### src/rtl/pipe_hazard_ctrl.sv
// Pipeline hazard controller: tracks in-flight destinations across the post-decode
// stages and produces bypass selects, load-use interlock, branch annul and a memory freeze.
module pipe_hazard_ctrl #(
    parameter int REG_AW       = 5,
    parameter int BYP_STAGES   = 3,
    parameter int LD_RDY_STAGE = 3,
    parameter int ZR_REG       = 31,
    parameter int CNT_W        = 32
) (
    input  logic                    clk,
    input  logic                    rst,
    input  logic                    dec_valid,
    input  logic [REG_AW-1:0]       dec_ra,
    input  logic [REG_AW-1:0]       dec_rb,
    input  logic                    dec_ra_used,
    input  logic                    dec_rb_used,
    input  logic [REG_AW-1:0]       dec_rc,
    input  logic                    dec_we,
    input  logic                    dec_is_ld,
    input  logic                    br_taken,
    input  logic                    mem_busy,
    output logic                    stall,
    output logic                    bubble,
    output logic                    annul_fetch,
    output logic [2:0]              byp_sel_a,
    output logic [2:0]              byp_sel_b,
    output logic [BYP_STAGES-1:0]   stage_valid,
    output logic [CNT_W-1:0]        stall_cnt,
    output logic [CNT_W-1:0]        annul_cnt
);

    localparam logic [REG_AW-1:0] ZR = REG_AW'(ZR_REG);

    // Scoreboard, index 1 = exec (youngest) .. BYP_STAGES (oldest)
    logic [BYP_STAGES:1] v_q;
    logic [BYP_STAGES:1] we_q;
    logic [BYP_STAGES:1] ld_q;
    logic [REG_AW-1:0]   rc_q [1:BYP_STAGES];

    logic [2:0] sel_a;
    logic [2:0] sel_b;
    logic       haz_a;
    logic       haz_b;
    logic       ld_haz;

    // Scan oldest to youngest so the youngest match is the one left standing;
    // the hazard flag follows the winning entry, so an older match cannot mask it.
    always_comb begin
        sel_a = '0;
        sel_b = '0;
        haz_a = 1'b0;
        haz_b = 1'b0;
        for (int k = BYP_STAGES; k >= 1; k--) begin
            if (dec_ra_used && v_q[k] && we_q[k] && (rc_q[k] == dec_ra) && (dec_ra != ZR)) begin
                sel_a = 3'(k);
                haz_a = ld_q[k] && (k < LD_RDY_STAGE);
            end
            if (dec_rb_used && v_q[k] && we_q[k] && (rc_q[k] == dec_rb) && (dec_rb != ZR)) begin
                sel_b = 3'(k);
                haz_b = ld_q[k] && (k < LD_RDY_STAGE);
            end
        end
    end

    assign ld_haz      = dec_valid && (haz_a || haz_b);
    assign stall       = mem_busy || ld_haz;
    assign bubble      = ld_haz && !mem_busy;
    assign annul_fetch = br_taken && dec_valid && !ld_haz && !mem_busy;
    assign byp_sel_a   = dec_valid ? sel_a : 3'd0;
    assign byp_sel_b   = dec_valid ? sel_b : 3'd0;
    assign stage_valid = v_q;

    always_ff @(posedge clk) begin
        if (rst) begin
            v_q       <= '0;
            we_q      <= '0;
            ld_q      <= '0;
            for (int k = 1; k <= BYP_STAGES; k++) begin
                rc_q[k] <= '0;
            end
            stall_cnt <= '0;
            annul_cnt <= '0;
        end else if (!mem_busy) begin
            // An interlocked instruction stays in decode; a bubble enters exec instead.
            v_q[1]  <= dec_valid && !ld_haz;
            rc_q[1] <= dec_rc;
            we_q[1] <= dec_we;
            ld_q[1] <= dec_is_ld;
            for (int k = 2; k <= BYP_STAGES; k++) begin
                v_q[k]  <= v_q[k-1];
                rc_q[k] <= rc_q[k-1];
                we_q[k] <= we_q[k-1];
                ld_q[k] <= ld_q[k-1];
            end
            if (ld_haz && !(&stall_cnt)) begin
                stall_cnt <= stall_cnt + CNT_W'(1);
            end
            if (annul_fetch && !(&annul_cnt)) begin
                annul_cnt <= annul_cnt + CNT_W'(1);
            end
        end
    end

endmodule

### config.mk
export PLATFORM = sky130hd
export DESIGN_NAME = pipe_hazard_ctrl
export DESIGN_NICKNAME = d
export VERILOG_FILES = /design/src/rtl/pipe_hazard_ctrl.sv
export SDC_FILE = /design/constraint.sdc
export NUM_CORES = 1
export LEC_CHECK = 0
export BUFFER_PORTS_ARGS = -buffer_cell sky130_fd_sc_hd__buf_4
export CAP_MARGIN = 20
export CORE_ASPECT_RATIO = 0.8
export CORE_MARGIN = 3
export CORE_UTILIZATION = 46
export DETAILED_ROUTE_END_ITERATION = 10
export PLACE_DENSITY = 0.69
export SETUP_SLACK_MARGIN = 0.3
export SKIP_CTS_REPAIR_TIMING = 1
export SLEW_MARGIN = 20
export SYNTH_ARGS = -nofsm -noshare
export SYNTH_HDL_FRONTEND = slang
export SYNTH_SLANG_ARGS = --single-unit
### constraint.sdc
create_clock -name clk -period 4.8 [get_ports clk]
set_input_delay 0.48 -clock clk [delete_from_list [all_inputs] [get_ports clk]]
set_output_delay 0.48 -clock clk [all_outputs]
set_load 0.02 [all_outputs]
==> impl_metrics.ini <==
[timing]
finalSetupViolations = 0
period_needed_ps = 3520
period_share_pct = 73.4
maxSlewHeadroom_pct = 45.2
clock_skew_ps = 11.4
hold_viol = 0
setup_tns_ps = 0
rsz0062_at_grt = false
worstMarginPinSlew_ps = 822
fmax_ghz = 0.284
final.setup.worst_slack_ps = 1280
slew_violations = 0

[placement]
hpwl_um = 8320
pre_cts_ws_ps = 1470
numPortBuffers = 97
place_congestion = 0.861

[cts]
cts_buffers = 9
clk_latency_ps = 340
cts_sinks = 87
clk_transition_reported_paths_ps = 60
ctsLongestPathBuffers = 2
clock-root-buffer = clkbuf_16
cts_max_level = 3
cts_tree = yes

[final_layout]
area_delta_synth_final_pct = 24.6
final_core_util_pct = 60.6
nets = 635
final_common_cell = buf_4
layout-drive-gt1-share_pct = 20.4
diodes = 0
nFillCells = 843
layout_common_cells = buf_4 (100), dfxtp_1 (72), nor2_1 (71)

[worst_setup_path]
critPathRequiredTime_ps = 4320
r2r_slack_ps = 1580
cp_data_arrival_time_ps = 3040
start_kind = flop
worstSetupEndpointType = output port
setup.worst_path.class = flop to output port
path_max_fanout = 36

[global_routing]
grt_max_degree = 80
grtUsageTotal_pct = 21.2
grt_pass1_vias = 3812
antenna_found_initial = 0
overflow = 0
grt_pass1_wl_um = 18800

[drt]
dr.first_iter.drc_count = 231
wl_per_cell_um = 15.9
dr.pass1.iters = 4
detail-route-antenna-nets = 0
vias = 4033
drt-total-wl_um = 11600
drcViolationCount = 0
drt-vias-per-instance = 5.53

[floorplanning]
fp.dieH_um = 94.8
core_um2 = 9310
start_util_pct = 48.7
die-area_um2 = 11100
dieWidth_um = 117
rows = 31
num_io_pins = 100

[logic_synthesis]
synth_edf_count = 15
ys_types = 43
synth-seq-cells = 87
postSynthCellCount = 520
mappedNetlistArea_um2 = 4530
ys_warn_count = 0
synth_ff_type = dfxtp_1
avgSynthCellArea_um2 = 8.71
synthArstFlopShare_pct = 0
seq_area_frac_synth_pct = 41.8

[power_and_ir_drop]
comb_power_share_pct = 6.1
p_seq_share_pct = 47.7
irDropWorstVdd_uv = 207
leakagePower_nw = 2.11
internal-power_mw = 1.26
p_switching_mw = 0.360
power_frac_clock_pct = 46.2
sw_frac_of_total_pct = 22.3
power_density_nw_per_um2 = 286

[status]
status = completed

[flow_run]
max_cap_violations = 0

[hold_path]
holdCritPathClass = input port to flop
[power groups by stage]
stage / Clock (mW) / Combinational, mW / Sequential, mW
final: 0.746 / 0.0983 / 0.771
after global routing: 0.790 / 0.108 / 0.772
after CTS: 0.763 / 0.0990 / 0.771
after detailed placement: 0 / 0.0983 / 0.787
after global placement: 0 / 0.0979 / 0.787
after floorplan: 0 / 0.0623 / 0.783
[per-layer routing]
layer,share of wire (%),wire [µm],global-route usage (%)
met1,49,5660,30.2
met2,46,5280,33.0
met3,5.2,607,5.19
met4,0.24,28,3.63
met5,0,0,0
[final cells by class]
cell class                 count  area, µm²  area share [%]
sequential                    87       1890            33.5
timing repair buffer         100        751            13.3
inverter                       7       26.3           0.466
tap                          115        144            2.55
clock inverter                 7       95.1            1.68
multi-input combinational    404       2510            44.5
clock buffer                   9        225            3.99
[cells in the mapped netlist (2+ instances only)]
master / instances / area, µm²
and2_0: 3 / 18.8
a21o_1: 2 / 15.0
and3_1: 14 / 87.6
buf_2: 6 / 30.0
inv_1: 7 / 26.3
buf_4: 3 / 22.5
xor2_1: 24 / 210
nand4_1: 37 / 231
nand2b_1: 3 / 18.8
or3_1: 14 / 87.6
nor2b_1: 10 / 62.6
mux2_1: 2 / 22.5
dfxtp_1: 72 / 1440
nor4b_2: 2 / 30.0
nand3_1: 36 / 180
a21oi_1: 15 / 75.1
xnor2_1: 53 / 464
nor4_1: 13 / 81.3
edfxtp_1: 15 / 450
nand2_1: 26 / 97.6
ha_1: 2 / 25.0
and4_1: 5 / 43.8
o21ai_1: 3 / 15.0
nor3b_1: 3 / 22.5
mux2i_1: 7 / 70.1
clkbuf_1: 13 / 48.8
and2_1: 18 / 113
nor2_1: 71 / 267
o21ai_0: 10 / 50.1
nor3_1: 18 / 90.1
[logic make-up (layout without fill, tap and decap cells)]
kind of cell    Yosys count  after routing  synth area share (%)
buf+inv                  30            123                  2.90
fa+ha+maj                 2              2                 0.552
compound gates           37             37                  5.11
xor+xnor                 77             77                  14.9
simple gates            277            277                  32.7
mux                       9              9                  2.04
flops                    87             87                  41.8
other cells               1              2                0.0828
[final timing paths]
kind,from,end,depth (start not counted)
worst min-delay path,dec_we,we_q[1],3
worst min register to register,stall_cnt[28],stall_cnt[28],2
worst max register to register,rc_q[0][5],stall_cnt[19],9
worst max-delay path,rc_q[0][5],bubble,8
[per-stage QoR]
step                cells  cell area (µm²)  power [mW]  hold slack, ps
detailed placement    713             5320       0.885             497
floorplan             521             4530       0.845             464
CTS                   729             5640        1.63             384
global placement      713             5320       0.885             486
finish                729             5640        1.62             394
global route          729             5640        1.67             403
[critical path, stage by stage (launching register included)]
cell and delay [ps]:
edfxtp_1 490, xnor2_1 190, nand4_1 170, nor4_4 380, o22ai_2 180, a21oi_4 580
buf_4 470, nor2b_1 100, buf_4 170
[registers in the layout, indices dropped and copies added (netlist names)]
name	flops
rc_q	15
we_q	3
stall_cnt	32
stage_valid	3
annul_cnt	32
ld_q	2
(Power assumes the default switching activity.)
